`config.mk`:
```
export PLATFORM = sky130hd
export DESIGN_NAME = hazard_ctrl
export DESIGN_NICKNAME = d
export VERILOG_FILES = /design/src/rtl/hazard_ctrl_pkg.sv /design/src/rtl/hazard_ctrl_rs_use_decode.sv /design/src/rtl/hazard_ctrl.sv
export SDC_FILE = /design/constraint.sdc
export NUM_CORES = 1
export LEC_CHECK = 0
export ABC_AREA = 1
export BUFFER_PORTS_ARGS = -buffer_cell sky130_fd_sc_hd__buf_2
export CAP_MARGIN = 10
export CORE_MARGIN = 2
export CORE_UTILIZATION = 40
export CTS_CLUSTER_DIAMETER = 100
export DETAILED_ROUTE_END_ITERATION = 8
export HOLD_SLACK_MARGIN = 0.12
export RECOVER_POWER = 100
export SLEW_MARGIN = 40
export SYNTH_ARGS = -nofsm -noshare
export SYNTH_HDL_FRONTEND = slang
export SYNTH_HIERARCHICAL = 1
export SYNTH_SLANG_ARGS = --single-unit
```
`constraint.sdc`:
```
create_clock -name clk -period 4.5 [get_ports clk]
set_input_delay 1.125 -clock clk [delete_from_list [all_inputs] [get_ports clk]]
set_output_delay 1.125 -clock clk [all_outputs]
set_load 0.1 [all_outputs]
```
`src/rtl/hazard_ctrl_pkg.sv`:
```
// Shared opcode/pipeline definitions for the hazard controller:
// RV32I major opcodes and the controller state encoding.
package hazard_ctrl_pkg;

  localparam logic [6:0] OPC_LOAD   = 7'b0000011;
  localparam logic [6:0] OPC_STORE  = 7'b0100011;
  localparam logic [6:0] OPC_OP     = 7'b0110011;
  localparam logic [6:0] OPC_LUI    = 7'b0110111;
  localparam logic [6:0] OPC_AUIPC  = 7'b0010111;
  localparam logic [6:0] OPC_JAL    = 7'b1101111;
  localparam logic [6:0] OPC_BRANCH = 7'b1100011;

  // Width of the dmem wait counter; covers WAIT_LIMIT up to 65535.
  localparam int unsigned WCNT_W = 16;

  typedef enum logic [1:0] {
    ST_RUN      = 2'd0,
    ST_MEM_WAIT = 2'd1,
    ST_FLUSH    = 2'd2
  } hz_state_e;

endpackage

```
`src/rtl/hazard_ctrl_rs_use_decode.sv`:
```
// rs_use_decode: which source operands the instruction in ID actually reads.
// Purely combinational.
module rs_use_decode
  import hazard_ctrl_pkg::*;
(
  input  logic [6:0] i_opcode,
  output logic       o_rs1_used,
  output logic       o_rs2_used
);

  // Decode operand usage from the major opcode.
  always_comb begin
    o_rs1_used = 1'b1;
    o_rs2_used = 1'b0;
    case (i_opcode)
      OPC_LUI, OPC_AUIPC, OPC_JAL: begin
        o_rs1_used = 1'b0;
        o_rs2_used = 1'b0;
      end
      OPC_BRANCH, OPC_STORE, OPC_OP: begin
        o_rs1_used = 1'b1;
        o_rs2_used = 1'b1;
      end
      default: begin
        o_rs1_used = 1'b1;
        o_rs2_used = 1'b0;
      end
    endcase
  end

endmodule

```
`src/rtl/hazard_ctrl.sv`:
```
// hazard_ctrl: stall/flush/bubble control for the 3-stage core.
// Handles load-use bubbles, EX redirects (two-cycle front-end flush) and
// multi-cycle dmem accesses, with a sticky dmem wait timeout.
// Optional feature: define HAZARD_CTRL_PERF_EN to add perf counters.
module hazard_ctrl
  import hazard_ctrl_pkg::*;
#(
  parameter int unsigned DWIDTH     = 32,
  parameter int unsigned WAIT_LIMIT = 255
) (
  input  logic       clk,
  input  logic       rst_n,
  input  logic [4:0] rs1_addr_id,
  input  logic [4:0] rs2_addr_id,
  input  logic [6:0] opcode_id,
  input  logic [4:0] rd_addr_ex,
  input  logic [6:0] opcode_ex,
  input  logic       ctrl_reg_we_ex,
  input  logic       redirect_ex,
  input  logic       dmem_req_ex,
  input  logic       dmem_ready,
  output logic       stall_pc,
  output logic       stall_id,
  output logic       stall_ex,
  output logic       bubble_ex,
  output logic       flush_id,
  output logic       mem_timeout
`ifdef HAZARD_CTRL_PERF_EN
  ,
  output logic [DWIDTH-1:0] perf_stall_cycles,
  output logic [DWIDTH-1:0] perf_flush_cycles,
  output logic [DWIDTH-1:0] perf_bubbles
`endif
);

  localparam logic [WCNT_W-1:0] LIMIT_C = WCNT_W'(WAIT_LIMIT);

  hz_state_e         r_state;
  hz_state_e         w_state_nxt;
  logic              r_flush_pend;
  logic              w_pend_nxt;
  logic [WCNT_W-1:0] r_wait_cnt;
  logic              r_mem_timeout;

  logic w_rs1_used;
  logic w_rs2_used;
  logic w_luse;
  logic w_mwait;
  logic w_flush_owed;
  logic w_stall_all;
  logic w_luse_take;
  logic w_flush;
  logic w_bubble;

  rs_use_decode u_rs_use_decode (
    .i_opcode   (opcode_id),
    .o_rs1_used (w_rs1_used),
    .o_rs2_used (w_rs2_used)
  );

  assign w_luse = (opcode_ex == OPC_LOAD) && ctrl_reg_we_ex && (rd_addr_ex != 5'd0) &&
                  ((w_rs1_used && (rs1_addr_id == rd_addr_ex)) ||
                   (w_rs2_used && (rs2_addr_id == rd_addr_ex)));
  assign w_mwait = dmem_req_ex && !dmem_ready;

  // A front-end flush cycle is owed in FLUSH, and on the exit cycle of a
  // MEM_WAIT that interrupted FLUSH (the wrong-path fetch is still held in
  // IF/ID and must be killed as the pipe starts moving again).
  always_comb begin
    w_flush_owed = 1'b0;
    case (r_state)
      ST_FLUSH:    w_flush_owed = 1'b1;
      ST_MEM_WAIT: w_flush_owed = r_flush_pend;
      default:     w_flush_owed = 1'b0;
    endcase
  end

  // Next-state and hazard resolution; priority mwait > redirect > owed flush > load-use.
  always_comb begin
    w_state_nxt = r_state;
    w_pend_nxt  = r_flush_pend;
    w_stall_all = 1'b0;
    w_luse_take = 1'b0;
    w_flush     = 1'b0;
    w_bubble    = 1'b0;
    if (w_mwait) begin
      w_stall_all = 1'b1;
      w_state_nxt = ST_MEM_WAIT;
      if (r_state == ST_FLUSH) begin
        w_pend_nxt = 1'b1;
      end else begin
        w_pend_nxt = r_flush_pend;
      end
    end else begin
      w_pend_nxt = 1'b0;
      if (redirect_ex) begin
        w_flush     = 1'b1;
        w_bubble    = 1'b1;
        w_state_nxt = ST_FLUSH;
      end else if (w_flush_owed) begin
        w_flush     = 1'b1;
        w_state_nxt = ST_RUN;
      end else begin
        w_luse_take = w_luse;
        w_bubble    = w_luse;
        w_state_nxt = ST_RUN;
      end
    end
  end

  // While in reset the front end is held flushed and nothing stalls.
  assign stall_pc    = rst_n & (w_stall_all | w_luse_take);
  assign stall_id    = rst_n & (w_stall_all | w_luse_take);
  assign stall_ex    = rst_n & w_stall_all;
  assign bubble_ex   = rst_n & w_bubble;
  assign flush_id    = ~rst_n | w_flush;
  assign mem_timeout = r_mem_timeout;

  // State, pending-flush flag, saturating wait counter and sticky timeout.
  always_ff @(posedge clk or negedge rst_n) begin
    if (!rst_n) begin
      r_state       <= ST_RUN;
      r_flush_pend  <= 1'b0;
      r_wait_cnt    <= '0;
      r_mem_timeout <= 1'b0;
    end else begin
      r_state      <= w_state_nxt;
      r_flush_pend <= w_pend_nxt;
      if (w_mwait) begin
        if (r_wait_cnt != LIMIT_C) begin
          r_wait_cnt <= r_wait_cnt + {{(WCNT_W-1){1'b0}}, 1'b1};
        end
        if (r_wait_cnt >= (LIMIT_C - {{(WCNT_W-1){1'b0}}, 1'b1})) begin
          r_mem_timeout <= 1'b1;
        end
      end else begin
        r_wait_cnt <= '0;
      end
    end
  end

`ifdef HAZARD_CTRL_PERF_EN
  logic [DWIDTH-1:0] r_perf_stall;
  logic [DWIDTH-1:0] r_perf_flush;
  logic [DWIDTH-1:0] r_perf_bubble;

  // Wrapping event counters for stall cycles, flush cycles and load-use bubbles.
  always_ff @(posedge clk or negedge rst_n) begin
    if (!rst_n) begin
      r_perf_stall  <= '0;
      r_perf_flush  <= '0;
      r_perf_bubble <= '0;
    end else begin
      r_perf_stall  <= r_perf_stall  + {{(DWIDTH-1){1'b0}}, stall_pc};
      r_perf_flush  <= r_perf_flush  + {{(DWIDTH-1){1'b0}}, flush_id};
      r_perf_bubble <= r_perf_bubble + {{(DWIDTH-1){1'b0}}, w_luse_take};
    end
  end

  assign perf_stall_cycles = r_perf_stall;
  assign perf_flush_cycles = r_perf_flush;
  assign perf_bubbles      = r_perf_bubble;
`else
  // DWIDTH only sizes the perf counters, which are absent in this build.
  if (DWIDTH == 0) begin : g_no_perf
  end
`endif

endmodule
```
==> qor.txt <==
min cycle time layout -> 4010 ps
Mapped Nets -> 260
Final nets -> 305
# rows -> 22
RR Startpoint -> r_wait_cnt[1]$_DFFE_PN0P_
MaxCap Viol Count -> 0
Finished Layout Cells -> 313
skew final -> 3.72 ps
vias per cell -> 4.57
Mapped Area -> 0.00148 mm^2
peak supply drop -> 0.172 mV
die area -> 0.00420 mm^2
CP Class -> in2out
DR top layer -> met4
Hold Path Sink -> mem_timeout$_DFFE_PN0P_
via count -> 1429
core outline area -> 0.00361 mm^2
register share of total power -> 0.470
Post-Route WL -> 3320 um
layout cell share with drive strength beyond 1 -> 0.234
DRC -> 0
Die Ht -> 64.8 um
run status -> completed
max_slew headroom -> 0.227
Routed Antenna Nets -> 0
hold path startpoint -> mem_timeout$_DFFE_PN0P_
pwr dens -> 219 mW/mm^2
fill count -> 360
DPL Wire Length -> 2720 um
CP Data Required Time -> 3380 ps
sequential cell area -> 500 um^2
Worst-path clk slew -> 70 ps
Crit. End Element -> output port
vias in the first global route -> 1385
Synth Register Bits -> 20
Met3 Routed Length -> 181 um
Starting Density -> 0.410
worst-path maximum fanout -> 10
largest net degree at the start of global routing -> 14
Hold Path Stages -> 2
switching share of power -> 0.274
routability congestion estimate from global placement -> 0.838
Cells after Synth -> 221
Setup Fix Bufs, Post-CTS -> 0
Netlist cell types -> 28
Fmax achieved -> 249 MHz
Worst-Skew Late Latency -> 260 ps
area of the multi-input gates -> 800 um^2
ant diodes -> 0
area grow syn2layout -> 20.6%
Met1 Wirelength -> 1640 um
IO buf count -> 40
Ports -> 41
number of hold violations in the final report -> 0
Hold/Removal Path Class -> reg2reg
R2R depth -> 9
Total Routing Usage GR -> 0.175
placed instance count -> 309
Final Max Slew Viols -> 0
Warnings, synthesis -> 6
clock group share of total power -> 0.351
Logic pwr share -> 0.179
number of synthesized flops with an enable pin -> 0
initial antenna violation count -> 0
cell leakage power -> 0.898 nW
Final Setup Violations -> 0
Total Neg Setup Slack -> 0 ps
post-CTS sizing -> 0
first-pass GRT wire length -> 5800 um
Initial DRC Count -> 44
WL/cell -> 10.6 um
Critical Path Start Type -> input pin
drt pass-1 iters -> 4
Clock Root Buffer -> clkbuf_8
Post-synth ARST share -> 1.00
met2 wire len -> 1470 um
Final Cycle Share -> 0.892
P_int -> 0.284 mW
worst reg2reg path endpoint -> r_wait_cnt[0]$_DFFE_PN0P_
Switch Pwr -> 0.107 mW
CTS max path bufs -> 2
post-cts hold buffer count -> 0
Slew @ Worst Pin -> 1160 ps
mean post-synth cell area -> 6.70 um^2
ys flop type -> dfrtp_1
Overflow after GRT -> 0
Sink Count -> 20
crit path DAT -> 2890 ps
FF-to-FF setup slack -> 2820 ps
sequential area share after synthesis -> 0.338
CTS tree -> built
RSZ-0062 raised after global routing -> false
DIE WIDTH -> 64.8 um
H-tree depth -> 1
number of CTS-inserted buffers -> 3
-- cell usage after synthesis (all sizes together), types with 2 or more instances --
library cell	instances	area, um^2
nor3	10	76.3
buf	2	12.5
a31oi	3	18.8
nor2	35	156
xor2	2	17.5
a21oi	9	45.0
nand3	15	80.1
o21ai	15	78.8
nand2	60	238
ha	4	50.1
nand4	3	18.8
inv	39	146
dfrtp	20	500
-- critical path: stages --
cell      delay, ps
buf_2            90
nor2_1          420
bufinv_8        300
nor2_1           80
clkbuf_1        870
-- state kept, by name (all words and copies together) (netlist names) --
signal and count:
mem_timeout 1, r_flush_pend 1, r_state 2, r_wait_cnt 16
-- area by class of cell --
cell class / count / share of cell area
well taps: 48 / 0.0336
inverters: 40 / 0.0918
repair buffers: 42 / 0.116
multi-input cells: 159 / 0.448
clock buffers: 4 / 0.0308
flip-flops and latches: 20 / 0.280
-- per-layer routing --
| layer | vias up | track usage |
|---|---|---|
| met4 | 0 | 0.0426 |
| met5 | - | 0 |
| met3 | 2 | 0.0382 |
| li1 | 784 | - |
| met2 | 29 | 0.293 |
| met1 | 614 | 0.230 |
-- power by group through the flow --
stage          Combinational (mW)  Sequential [mW]  Clock (mW)
4_1_cts                    0.0725            0.184       0.141
3_3_place_gp               0.0714            0.187           0
2_1_floorplan              0.0435            0.187           0
5_1_grt                    0.0798            0.184       0.146
6_report                   0.0702            0.184       0.137
3_5_place_dp               0.0723            0.187           0
-- worst max path at each step --
stage                      to  slack (ps)    startpoint  depth (start not counted)
floorplan           bubble_ex         230  opcode_id[3]                          9
global placement     stall_id         870    dmem_ready                          5
detailed placement   stall_id         800    dmem_ready                          5
CTS                  stall_id         790    dmem_ready                          5
global route         stall_ex         360    dmem_ready                          5
finish               stall_ex         490    dmem_ready                          5
-- kinds of logic after synthesis --
group / Yosys count / synth area share
adders and majority gates: 4 / 0.0338
AOI/OAI and AO/OA: 29 / 0.107
and+or+nand+nor: 124 / 0.390
xor gates and xnor gates: 2 / 0.0118
DFF: 20 / 0.338
buffers and inverters: 42 / 0.119
-- layout by cell type (no fill, tap or decap), types with 2 or more instances in the layout --
| cell | count |
|---|---|
| nor2_1 | 30 |
| clkbuf_8 | 4 |
| nand4_1 | 3 |
| xor2_1 | 2 |
| nor3_2 | 3 |
| dfrtp_1 | 20 |
| nand3_1 | 14 |
| ha_1 | 4 |
| inv_2 | 4 |
| a21oi_1 | 8 |
| inv_1 | 35 |
| buf_2 | 33 |
| nor2_2 | 4 |
| clkbuf_2 | 3 |
| nor3_1 | 6 |
| clkbuf_1 | 5 |
| a31oi_1 | 3 |
| o21ai_1 | 4 |
| nand2_1 | 57 |
| o21ai_0 | 10 |
| nand2_2 | 2 |
-- through the flow --
step / total power [mW] / hold slack (ps) / util / cell area (um^2) / worst slack [ps]
floorplan: 0.230 / 439 / - / 1480 / 228
global placement: 0.259 / 446 / 0.484 / 1750 / 872
detailed placement: 0.260 / 455 / 0.484 / 1750 / 801
CTS: 0.397 / 474 / 0.500 / 1800 / 790
global route: 0.410 / 482 / 0.495 / 1790 / 358
finish: 0.391 / 478 / 0.495 / 1790 / 487
(Power assumes the default switching activity.)
